--- src/rtl/display_pkg.sv ---
// Shared types and constants for the two-digit BCD stopwatch.
// Provides: digit width/limit, stopwatch state encoding.
// Optional feature macro: COUNT_DOWN_EN (adds the dir port and down-count path).
package display_pkg;

    localparam int               DIGIT_W   = 4;
    localparam logic [DIGIT_W-1:0] DIGIT_MAX = 4'd9;

    typedef enum logic [1:0] {
        IDLE = 2'd0,
        RUN  = 2'd1,
        HOLD = 2'd2
    } sw_state_e;

endpackage : display_pkg

--- src/rtl/tick_divider.sv ---
// Prescaler: pulses tick for one cycle every DIV enabled cycles.
// Latency: tick is combinational from the registered count (asserted while div_cnt==DIV-1 and en).
// Backpressure: none; en freezes the count (phase kept), clr zeroes it and overrides en.
// Ports: clk, resetn (async active-low), en, clr (sync), tick.
module tick_divider #(
    parameter int DIV   = 5_000_000,
    parameter int DIV_W = 24
) (
    input  logic clk,
    input  logic resetn,
    input  logic en,
    input  logic clr,
    output logic tick
);

    logic [DIV_W-1:0] div_cnt_q;
    logic [DIV_W-1:0] div_cnt_d;
    logic             at_last;

    assign at_last = (div_cnt_q == DIV_W'(DIV - 1));
    // Gate with en: a frozen count may sit at DIV-1 while holding.
    assign tick    = en && at_last;

    always_comb begin
        div_cnt_d = div_cnt_q;
        if (clr) begin
            div_cnt_d = '0;
        end else if (en) begin
            div_cnt_d = at_last ? '0 : div_cnt_q + 1'b1;
        end
    end

    always_ff @(posedge clk or negedge resetn) begin
        if (!resetn) begin
            div_cnt_q <= '0;
        end else begin
            div_cnt_q <= div_cnt_d;
        end
    end

endmodule : tick_divider

--- src/rtl/bcd_stopwatch.sv ---
// Two-digit BCD stopwatch 00..99 feeding the 7-segment decoders (digit0=ones, digit1=tens).
// Latency: digits/running/wrap are registered; a count update appears on the edge sampling the tick.
// Backpressure: none; start_stop rising edges toggle run/hold, clr overrides everything.
// Ports: clk, resetn (async active-low), start_stop (level), clr (sync), dir (COUNT_DOWN_EN only),
//        digit0, digit1, running, wrap.
// Optional feature macro: COUNT_DOWN_EN.
module bcd_stopwatch
    import display_pkg::*;
#(
    parameter int DIV   = 5_000_000,
    parameter int DIV_W = 24
) (
    input  logic               clk,
    input  logic               resetn,
    input  logic               start_stop,
    input  logic               clr,
`ifdef COUNT_DOWN_EN
    input  logic               dir,
`endif
    output logic [DIGIT_W-1:0] digit0,
    output logic [DIGIT_W-1:0] digit1,
    output logic               running,
    output logic               wrap
);

    sw_state_e          state_q, state_d;
    logic               ss_prev_q;
    logic               ss_edge;
    logic               tick;
    logic [DIGIT_W-1:0] d0_q, d0_d;
    logic [DIGIT_W-1:0] d1_q, d1_d;
    logic               running_q;
    logic               wrap_q, wrap_d;

    assign ss_edge = start_stop & ~ss_prev_q;

    tick_divider #(
        .DIV   (DIV),
        .DIV_W (DIV_W)
    ) u_div (
        .clk    (clk),
        .resetn (resetn),
        .en     (state_q == RUN),
        .clr    (clr),
        .tick   (tick)
    );

    // Next-state: clr always wins and consumes any simultaneous edge.
    always_comb begin
        state_d = state_q;
        if (clr) begin
            state_d = IDLE;
        end else if (ss_edge) begin
            case (state_q)
                IDLE:    state_d = RUN;
                RUN:     state_d = HOLD;
                HOLD:    state_d = RUN;
                default: state_d = IDLE;
            endcase
        end
    end

    // BCD cascade. A tick is applied even when a start_stop edge moves RUN to HOLD.
    always_comb begin
        d0_d   = d0_q;
        d1_d   = d1_q;
        wrap_d = 1'b0;
        if (clr) begin
            d0_d = '0;
            d1_d = '0;
        end else if (tick) begin
`ifdef COUNT_DOWN_EN
            if (dir) begin
                if (d0_q == '0) begin
                    d0_d = DIGIT_MAX;
                    if (d1_q == '0) begin
                        d1_d   = DIGIT_MAX;
                        wrap_d = 1'b1;
                    end else begin
                        d1_d = d1_q - 1'b1;
                    end
                end else begin
                    d0_d = d0_q - 1'b1;
                end
            end else
`endif
            begin
                if (d0_q == DIGIT_MAX) begin
                    d0_d = '0;
                    if (d1_q == DIGIT_MAX) begin
                        d1_d   = '0;
                        wrap_d = 1'b1;
                    end else begin
                        d1_d = d1_q + 1'b1;
                    end
                end else begin
                    d0_d = d0_q + 1'b1;
                end
            end
        end
    end

    always_ff @(posedge clk or negedge resetn) begin
        if (!resetn) begin
            state_q   <= IDLE;
            ss_prev_q <= 1'b0;
            d0_q      <= '0;
            d1_q      <= '0;
            running_q <= 1'b0;
            wrap_q    <= 1'b0;
        end else begin
            state_q   <= state_d;
            ss_prev_q <= start_stop;
            d0_q      <= d0_d;
            d1_q      <= d1_d;
            running_q <= (state_d == RUN);
            wrap_q    <= wrap_d;
        end
    end

    assign digit0  = d0_q;
    assign digit1  = d1_q;
    assign running = running_q;
    assign wrap    = wrap_q;

endmodule : bcd_stopwatch
--- config.mk ---
export PLATFORM = sky130hd
export DESIGN_NAME = bcd_stopwatch
export DESIGN_NICKNAME = d
export VERILOG_FILES = /design/src/rtl/display_pkg.sv /design/src/rtl/tick_divider.sv /design/src/rtl/bcd_stopwatch.sv
export SDC_FILE = /design/constraint.sdc
export NUM_CORES = 1
export LEC_CHECK = 0
export ABC_AREA = 1
export BUFFER_PORTS_ARGS = -buffer_cell sky130_fd_sc_hd__buf_2
export CAP_MARGIN = 10
export CORE_ASPECT_RATIO = 1.2
export CORE_MARGIN = 3
export CORE_UTILIZATION = 55
export CTS_BUF_LIST = sky130_fd_sc_hd__clkbuf_8 sky130_fd_sc_hd__clkbuf_16
export DETAILED_ROUTE_END_ITERATION = 6
export PLACE_DENSITY = 0.69
export REMOVE_ABC_BUFFERS = 1
export SKIP_CTS_REPAIR_TIMING = 1
export SYNTH_ARGS = -nofsm -noshare
export SYNTH_HDL_FRONTEND = slang
export SYNTH_SLANG_ARGS = --single-unit
export TNS_END_PERCENT = 10
--- constraint.sdc ---
create_clock -name clk -period 2.55 [get_ports clk]
set_clock_uncertainty 0.1 [all_clocks]
set_input_delay 0.51 -clock clk [delete_from_list [all_inputs] [get_ports clk]]
set_output_delay 0.51 -clock clk [all_outputs]
set_load 0.01 [all_outputs]
==> metrics.csv, run 1 <==
metric,value,unit
route.antenna.remaining_nets,0,
die_area,5031,µm²
crit_path_start_kind,flop,
synth_area,2317,µm²
setup_violations,0,
p_leak,1.246,nW
path_class,flop to flop,
max_slew_margin,44.64,%
fmax,523.6,MHz
finalCritPeriodShare,74.89,%
path_cells,ha_1 -> nand2_2 -> nor2_4 -> nand2_2 -> nor2_2 -> nand3_2 -> nand2_4 -> nand2_4 -> inv_2 -> nor2_1,
io_buffer_count,13,
drt-met1-wl,2.319,mm
period_minus_slack,1910,ps
cp_data_required_time,2640,ps
fp.dieW,65.26,µm
drv_cap,0,
switching_share,25.15,%
p_int,0.001061,W
end_kind,flop,
wl_met2,2.534,mm
die_h,77.11,µm
fin_worst_hold_slack,203.6,ps
gp_congestion,0.9221,
fin_area,2567,µm²
dp_hpwl,3.832,mm
numCtsBuffers,5,
comb_power_share,11.0,%
yosys_warnings,0,
postSynthAreaPerCell,7.219,µm²
clkPwrFrac,43.5,%
ys_seq_area_share,39.96,%
overflow,0,
path_clk_slew,80,ps
hold_class,input port to async pin,
drt_wl_total,5.140,mm
dp_slack,635.4,ps
finalHoldViolations,0,
synth_cell_types,33,
synth_top_area_cell,dfrtp_1,
drtPass1Iterations,4,
crit_buf_inv,1,
cp_max_fo,12,
cts_root_buffer,clkbuf_8,
place_area,2434,µm²
instances_no_fill,394,
p_per_area,551.9,nW/µm²
synth_area_leaders,"dfrtp_1 (40%), nand2_1 (15%), nor2_1 (9.4%)",
seq_power_share,45.5,%
htreeDepth,2,
clock_latency,300,ps
timing.rr.start,u_div.div_cnt_q[0],
reg2regPathDepth,10,
status,completed,
critical_path.top_delay_family,simple AND/OR/NAND/NOR gates,
r2r_setup_slack,640,ps
track_usage,23.38,%
viasPerCell,5.183,
worst_pin_slew,830.4,ps
fillCellCount,420,
cts_tree,yes,
highest_layer,met4,
ys_seq_elements,37,
seq_area,925.9,µm²
wl_met3,148,µm
worstPathArrival,2000,ps
drc,0,
fin_ws,640.3,ps
drt_iter0_drc,121,
cts.sink_count,37,
first_global_vias,2058,
slowest_stage,dfrtp_1,
synth_cells,321,
grt_max_degree,38,
post_drt_wl_per_cell,13.05,µm
rsz0062_at_grt,false,
initial_core_util,57.87,%
grt_pass1_wl,9.259,mm
p_switching,0.0003563,W
multi_input_area,1225,µm²
dp_cells,386,
syn2layout_area_growth,10.80,%
num_rows,25,
vias,2042,
irDropWorstVdd,0.4685,mV
finalNetCount,348,
antennaDiodeCount,0,
io_pins,14,
antenna_found_initial,0,
core_area,4004,µm²
rr_endpoint,u_div.div_cnt_q[13],
synth_top_area_share,39.96,%
slew_violations,0,
clockBufferDepth,2,
setup_tns,0,ps
slowest_delay,390,ps
drive_above_1_share,14.12,%
## cells by family after synthesis
kind of cell,synth area share (%)
compound gates,4.049
xor+xnor,4.914
buf+inv,7.181
flops,39.96
fa+ha+maj,2.700
simple gates,41.20
## power by group through the flow
stage / clock [W] / combinational [W] / sequential (W)
detailed placement: 0 / 0.000159 / 0.000656
global route: 0.000650 / 0.000182 / 0.000651
CTS: 0.000624 / 0.000160 / 0.000644
global placement: 0 / 0.000154 / 0.000656
finish: 0.000617 / 0.000156 / 0.000644
floorplan: 0 / 0.0000902 / 0.000661
## placed cells by master, fill, tap and decap left out, types with 2 or more instances in the layout
master	instances
o21ai_2	4
o21ai_0	4
nand2_4	2
dfrtp_1	37
or2_2	4
bufinv_16	2
xnor2_1	2
inv_2	3
nand3_1	23
buf_2	13
xor2_1	11
ha_1	5
buf_4	3
o22ai_1	2
nand2_2	5
nand4_1	13
nor3_1	5
clkbuf_8	5
nor3b_1	2
nand3b_1	2
nand2_1	91
nor2_1	58
nor2_2	3
inv_1	31
## how the worst max path moves through the flow
| stage | endpoint | slack, ps | start | cells past startpoint |
|---|---|---|---|---|
| 6_report | u_div.div_cnt_q[13] | 640 | u_div.div_cnt_q[0] | 10 |
| 3_3_place_gp | u_div.div_cnt_q[4] | 690 | u_div.div_cnt_q[0] | 10 |
| 5_1_grt | u_div.div_cnt_q[14] | 470 | u_div.div_cnt_q[0] | 10 |
| 3_5_place_dp | u_div.div_cnt_q[13] | 640 | u_div.div_cnt_q[0] | 10 |
| 2_1_floorplan | u_div.div_cnt_q[19] | 640 | clr | 8 |
| 4_1_cts | u_div.div_cnt_q[13] | 620 | u_div.div_cnt_q[0] | 10 |
## layout make-up
cell class	count	share of cell area, %
inverters	34	4.971
multi-input cells	245	47.71
clock buffers	5	2.680
clock inverters	3	2.534
well taps	54	2.632
flip-flops and latches	37	36.06
repair buffers	16	3.411
## per-layer routing
| layer | vias to the layer above | GRT usage [%] |
|---|---|---|
| met1 | 939 | 28.41 |
| met2 | 36 | 39.51 |
| met3 | 12 | 4.246 |
| met4 | 0 | 10.58 |
| li1 | 1055 | - |
| met5 | - | 0 |
## cells in the mapped netlist (all sizes together)
library cell   n
o21ai          9
buf            4
o32ai          1
nand3b         2
nor4           1
o22ai          2
dfrtp         37
xnor2          2
nand2         98
or2            4
ha             5
clkbuf         1
nor3           6
inv           34
xor2          11
a21oi          1
nor3b          2
nand4         13
o21bai         1
nand3         24
and3b          1
nor2          62
## registers in the layout, summed over array words and instances (netlist names)
name	cells
state_q	2
running	1
u_div.div_cnt_q	24
ss_prev_q	1
wrap	1
digit1	4
digit0	4
## worst register-to-register path: stages, from the launching register on
cell,delay (ps)
dfrtp_1,390
ha_1,270
nand2_2,110
nor2_4,100
nand2_2,80
nor2_2,100
nand3_2,100
nand2_4,120
nand2_4,130
inv_2,220
nor2_1,90
## through the flow
step,total power [W],utilization (%)
2_1_floorplan,0.0007510,-
5_1_grt,0.001483,64.13
3_3_place_gp,0.0008102,60.78
3_5_place_dp,0.0008150,60.78
6_report,0.001417,64.13
4_1_cts,0.001428,64.13
(Power assumes the default switching activity.)
==> inputs of run 2 (changes only) <==
Settings changed: ABC_AREA 1 to 0, CORE_UTILIZATION 55 to 54, PLACE_DENSITY 0.69 to 0.71.
Clock period 2.55 ns to 1.56 ns, I/O delays scaled along.
==> metrics.csv, run 2 <==
metric,value,unit,change
status,"finished, violations left",,was completed
violations,negative setup slack,,
largest_register_ffs,24,,unchanged
synth_fa_ha_area_share,2.969,%,was 2.700%
synth_area,2107,µm²,was 2317 µm²
synth_cell_types,44,,was 33
cts.sink_count,37,,unchanged
timing.rr.start,u_div.div_cnt_q[10],,was u_div.div_cnt_q[0]
cp_max_fo,5,,was 12
hp-start,start_stop,,
setup_tns,-9549,ps,was 0 ps
path_cells,nand4_1 -> nor4_4 -> nand2_1 -> or4_4 -> a21oi_2,,was ha_1 -> nand2_2 -> nor2_4 -> nand2_2 -> nor2_2 -> nand3_2 -> nand2_4 -> nand2_4 -> inv_2 -> nor2_1
p_leak,1.474,nW,was 1.246 nW
hold_class,input port to flop,,was input port to async pin
finalHoldViolations,0,,unchanged
overflow,0,,unchanged
place_area,2751,µm²,was 2434 µm²
synth_top_family_by_area,simple AND/OR/NAND/NOR gates,,unchanged
slew_violations,0,,unchanged
synth_flop_cell,dfrtp_1,,unchanged
synth_top_area_share,43.94,%,was 39.96%
max_slew_margin,77.84,%,was 44.64%
drt_wl_total,7.034,mm,was 5.140 mm
fmax,503.8,MHz,was 523.6 MHz
rsz0062_at_grt,true,,was false
io_pins,14,,unchanged
first_global_vias,2058,,unchanged
drtPass1Iterations,5,,was 4
synth_common_cells,"dfrtp_1 (37), nand2_1 (24), nor2_1 (24)",,"was nand2_1 (91), nor2_1 (58), dfrtp_1 (37)"
synth_mux_area_share,1.900,%,was 0%
dp_slack,-547.6,ps,was 635.4 ps
num_rows,24,,was 25
path_class,flop to flop,,unchanged
period_minus_slack,1985,ps,was 1910 ps
antenna_found_initial,0,,unchanged
fillCellCount,194,,was 420
track_usage,26.56,%,was 23.38%
async_flop_share,100.0,%,unchanged
ys_seq_elements,37,,unchanged
synthXorXnorAreaFrac,5.404,%,was 4.914%
instances_no_fill,373,,was 394
path_clk_slew,80,ps,about the same
fp.dieW,63.02,µm,was 65.26 µm
ys_seq_area_share,43.94,%,was 39.96%
finalCritPeriodShare,127.2,%,was 74.89%
finalPower,0.002193,W,was 0.001417 W
r2r_setup_slack,-430,ps,was 640 ps
route.antenna.remaining_nets,0,,unchanged
vias,2351,,was 2042
htreeDepth,2,,unchanged
drc,0,,unchanged
crit_buf_inv,0,,was 1
post_drt_wl_per_cell,18.86,µm,was 13.05 µm
drive_above_1_share,42.37,%,was 14.12%
setup_violations,31,,was 0
crit_path_start_kind,flop,,unchanged
core_area,3694,µm²,was 4004 µm²
antennaDiodeCount,0,,unchanged
irDropWorstVdd,0.5719,mV,was 0.4685 mV
finalNetCount,329,,was 348
drt_iter0_drc,267,,was 121
grt_pass1_wl,9.653,mm,was 9.259 mm
drv_cap,0,,unchanged
io_buffer_count,13,,unchanged
cp_data_required_time,1690,ps,was 2640 ps
worstHoldPathCells,1,,
dp_hpwl,4.090,mm,was 3.832 mm
grt_max_degree,38,,unchanged
final_common_cell,buf_4,,was nand2_1
die_area,4690,µm²,was 5031 µm²
p_per_area,691.4,nW/µm²,was 551.9 nW/µm²
numCtsBuffers,5,,unchanged
die_h,74.43,µm,was 77.11 µm
synth_area_leaders,"dfrtp_1 (44%), nand2_1 (4.3%), nor2_1 (4.3%)",,"was dfrtp_1 (40%), nand2_1 (15%), nor2_1 (9.4%)"
viasPerCell,6.303,,was 5.183
fin_area,3172,µm²,was 2567 µm²
synth_cells,231,,was 321
min_to,ss_prev_q,,
worstPathArrival,2120,ps,was 2000 ps
slowest_stage,dfrtp_2,,was dfrtp_1
final_cell_mix,"buf_4 (72), dfrtp_1 (36), nor2_1 (23)",,"was nand2_1 (91), nor2_1 (58), dfrtp_1 (37)"
critical_path.top_delay_family,simple AND/OR/NAND/NOR gates,,unchanged
yosys_warnings,0,,unchanged
initial_core_util,57.05,%,was 57.87%
worst_pin_slew,328.2,ps,was 830.4 ps
regMostFlops,u_div.div_cnt_q,,unchanged
clockBufferDepth,2,,unchanged
postSynthAreaPerCell,9.121,µm²,was 7.219 µm²
clock_latency,300,ps,about the same
dp_cells,355,,was 386
cts_tree,yes,,unchanged
synth_compound_area_share,10.33,%,was 4.050%
synth_most_common_cell,dfrtp_1,,was nand2_1
fin_ws,-425.1,ps,was 640.3 ps
cts_root_buffer,clkbuf_8,,unchanged
synth_top_area_cell,dfrtp_1,,unchanged
syn2layout_area_growth,50.53,%,was 10.80%
reg2regPathDepth,5,,was 10
rr_endpoint,u_div.div_cnt_q[20],,was u_div.div_cnt_q[13]
synth_edf_count,0,,unchanged
end_kind,flop,,unchanged
gp_congestion,0.9341,,was 0.9221
slowest_delay,460,ps,was 390 ps
yosys.area_share.simple,32.24,%,was 41.20%
[run 2: cell count changes in the layout (fill, tap and decap cells not counted), sizes merged, moves of 11 or more]
cell	previous run	this run
inv	34	5
nand3	24	13
a21oi	1	13
buf	16	92
nor2	62	24
nand2	98	24
[run 2: worst reg2reg max path, cell delays in order, from the launching register on]
cell     delay (ps)
dfrtp_2         460
nand4_1         260
nor4_4          380
nand2_1         110
or4_4           430
a21oi_2         170
[run 2: how the worst max path moves through the flow]
stage	from	end	slack, ps	cells past startpoint
6_report	u_div.div_cnt_q[10]	u_div.div_cnt_q[20]	-430	5
5_1_grt	u_div.div_cnt_q[12]	digit1[3]	-550	5
4_1_cts	u_div.div_cnt_q[6]	digit1[1]	-560	6
3_5_place_dp	u_div.div_cnt_q[0]	u_div.div_cnt_q[22]	-550	6
3_3_place_gp	u_div.div_cnt_q[0]	u_div.div_cnt_q[6]	-450	7
2_1_floorplan	u_div.div_cnt_q[0]	digit1[2]	-500	6
[run 2: metal layers]
metal,track usage [%],part of all wire (%),vias up
met1,32.88,36,1109
li1,-,-,1019
met2,45.60,50,175
met4,11.27,4.8,0
met5,0,0,-
met3,5.438,8.7,48
[run 2: report_power, final]
| group | switching [W] | internal, W | total (W) |
|---|---|---|---|
| Clock | 0.000373 | 0.000635 | 0.00101 |
| Combinational | 0.000120 | 0.0000800 | 0.000200 |
| Sequential | 0.0000115 | 0.000972 | 0.000984 |
[run 2: cell families (layout without fill, tap and decap cells)]
family | count (synthesis) | after routing
AO/OA/AOI/OAI | 33 | 33
multiplexers | 4 | 4
AND/OR/NAND/NOR | 123 | 123
buffers and inverters | 16 | 106
adder cells (fa/ha/maj) | 5 | 5
flip-flops | 37 | 37
XOR/XNOR | 13 | 13
[run 2: area by class of cell]
cell class	instances	area (µm²)	area share (%)
Clock buffer	5	68.82	2.170
Clock inverter	3	65.06	2.051
Inverter	5	18.77	0.5917
Timing Repair Buffer	93	720.7	22.72
Tap cell	52	65.06	2.051
Multi-Input combinational cell	178	1306	41.18
Sequential cell	37	927.1	29.23
[run 2: stage by stage]
step | hold slack (ps) | utilization [%]
global route | 22.09 | 85.87
finish | 30.34 | 85.87
detailed placement | 203.6 | 74.49
floorplan | -83.59 | -
global placement | 193.3 | 74.49
CTS | -127.8 | 78.12
==> inputs of run 3 (changes only) <==
Settings changed: CORE_UTILIZATION 54 to 55, CTS_BUF_LIST sky130_fd_sc_hd__clkbuf_8 sky130_fd_sc_hd__clkbuf_16 to sky130_fd_sc_hd__clkbuf_8, PLACE_DENSITY 0.71 to 0.72.
==> metrics.csv, run 3 (synthesis results as in run 2) <==
metric,value,unit,change
final_cell_mix,"buf_4 (65), dfrtp_1 (36), nor2_1 (24)",,"was buf_4 (72), dfrtp_1 (36), nor2_1 (23)"
initial_core_util,57.51,%,was 57.05%
irDropWorstVdd,0.5727,mV,was 0.5719 mV
drc,0,,unchanged
slew_violations,0,,unchanged
setup_tns,-8835,ps,was -9549 ps
final_common_cell,buf_4,,unchanged
p_per_area,612.0,nW/µm²,was 691.4 nW/µm²
p_leak,1.388,nW,was 1.474 nW
die_area,4613,µm²,was 4690 µm²
finalCritPeriodShare,128.3,%,was 127.2%
syn2layout_area_growth,41.15,%,was 50.53%
seq_area,927.1,µm²,unchanged
drive_above_1_share,38.26,%,was 42.37%
overflow,0,,unchanged
max_slew_margin,71.57,%,was 77.84%
crit_path_start_kind,flop,,unchanged
cts_tree,yes,,unchanged
fillCellCount,251,,was 194
status,"finished, violations left",,unchanged
fin_ws,-441.4,ps,was -425.1 ps
fp.dieW,62.50,µm,was 63.02 µm
vias,2111,,was 2351
final_util,81.18,%,was 85.87%
core_area,3664,µm²,was 3694 µm²
drt_iter0_drc,114,,was 267
path_class,flop to flop,,unchanged
grt_pass1_wl,9.604,mm,was 9.653 mm
path_clk_slew,70,ps,was 80 ps
cp_data_required_time,1640,ps,was 1690 ps
worst_pin_slew,421.1,ps,was 328.2 ps
htreeDepth,2,,unchanged
hold_class,input port to flop,,unchanged
largest_register_ffs,24,,unchanged
fmax,499.7,MHz,was 503.8 MHz
dp_hpwl,4.209,mm,was 4.090 mm
finalHoldViolations,0,,unchanged
route.antenna.remaining_nets,0,,unchanged
num_rows,24,,unchanged
dp_slack,-483.8,ps,was -547.6 ps
numCtsBuffers,5,,unchanged
gp_congestion,0.9095,,was 0.9341
grt_max_degree,23,,was 38
cts_root_buffer,clkbuf_8,,unchanged
cts.sink_count,37,,unchanged
period_minus_slack,2001,ps,was 1985 ps
end_kind,flop,,unchanged
drv_cap,0,,unchanged
setup_violations,31,,unchanged
die_h,73.80,µm,was 74.43 µm
antenna_found_initial,0,,unchanged
instances_no_fill,363,,was 373
viasPerCell,5.815,,was 6.303
drt_wl_total,5.983,mm,was 7.034 mm
first_global_vias,2096,,was 2058
rsz0062_at_grt,true,,unchanged
worstPathArrival,2080,ps,was 2120 ps
violations,negative setup slack,,unchanged
antennaDiodeCount,0,,unchanged
track_usage,26.67,%,was 26.56%
cp_max_fo,3,,was 5
finalNetCount,319,,was 329
regMostFlops,u_div.div_cnt_q,,unchanged
io_buffer_count,13,,unchanged
post_drt_wl_per_cell,16.48,µm,was 18.86 µm
clockBufferDepth,2,,unchanged
io_pins,14,,unchanged
dp_cells,351,,was 355
drtPass1Iterations,4,,was 5
multi_input_area,1246,µm²,was 1306 µm²
finalPower,0.001820,W,was 0.002193 W
clock_latency,290,ps,was 300 ps
run 3: cell types whose count changed in the layout (fill, tap and decap cells not counted), sizes merged:
cell and delta:
buf -10, clkinv +1, bufinv -2, inv +1
run 3: critical path: stages (launching register included):
cell and delay (ps):
dfrtp_1 420, or4b_2 660, nor4_2 220, nand4_1 160
a221o_1 340
run 3: area by class of cell:
type | instances | share of cell area, %
Clock inverter | 3 | 0.4628
Timing Repair Buffer | 83 | 21.33
Multi-Input combinational cell | 178 | 41.90
Clock buffer | 5 | 2.314
Inverter | 5 | 0.6310
Sequential cell | 37 | 31.17
Tap cell | 52 | 2.188
run 3: path summary, 6_finish.rpt:
check / from / endpoint / slack, ps / depth (start not counted)
worst min-delay path: start_stop / ss_prev_q / 30 / 1
min in group asynchronous: resetn / wrap / 390 / 2
max in group asynchronous: resetn / u_div.div_cnt_q[4] / 520 / 3
worst min register to register: digit1[2] / wrap / 460 / 1
worst max register to register: u_div.div_cnt_q[6] / u_div.div_cnt_q[8] / -440 / 4
worst max-delay path: u_div.div_cnt_q[6] / u_div.div_cnt_q[8] / -440 / 4
run 3: power by group:
part / internal (W) / switching, W / total (W) / leakage [nW]
Sequential: 0.000973 / 0.00000894 / 0.000982 / 0.510
Clock: 0.000303 / 0.000335 / 0.000638 / 0.0491
Combinational: 0.0000844 / 0.000116 / 0.000200 / 0.828
run 3: stage by stage:
step	instance area [µm²]	hold WS, ps
2_1_floorplan	2058	-83.59
3_3_place_gp	2721	149.6
3_5_place_dp	2721	153.4
4_1_cts	2804	-161.7
5_1_grt	2974	28.00
6_report	2974	33.01
run 3: per-layer routing:
layer | track usage (%) | part of all wire, %
met5 | 0 | 0
met4 | 13.24 | 4.1
met3 | 4.740 | 4.4
met2 | 46.80 | 51
met1 | 31.71 | 40
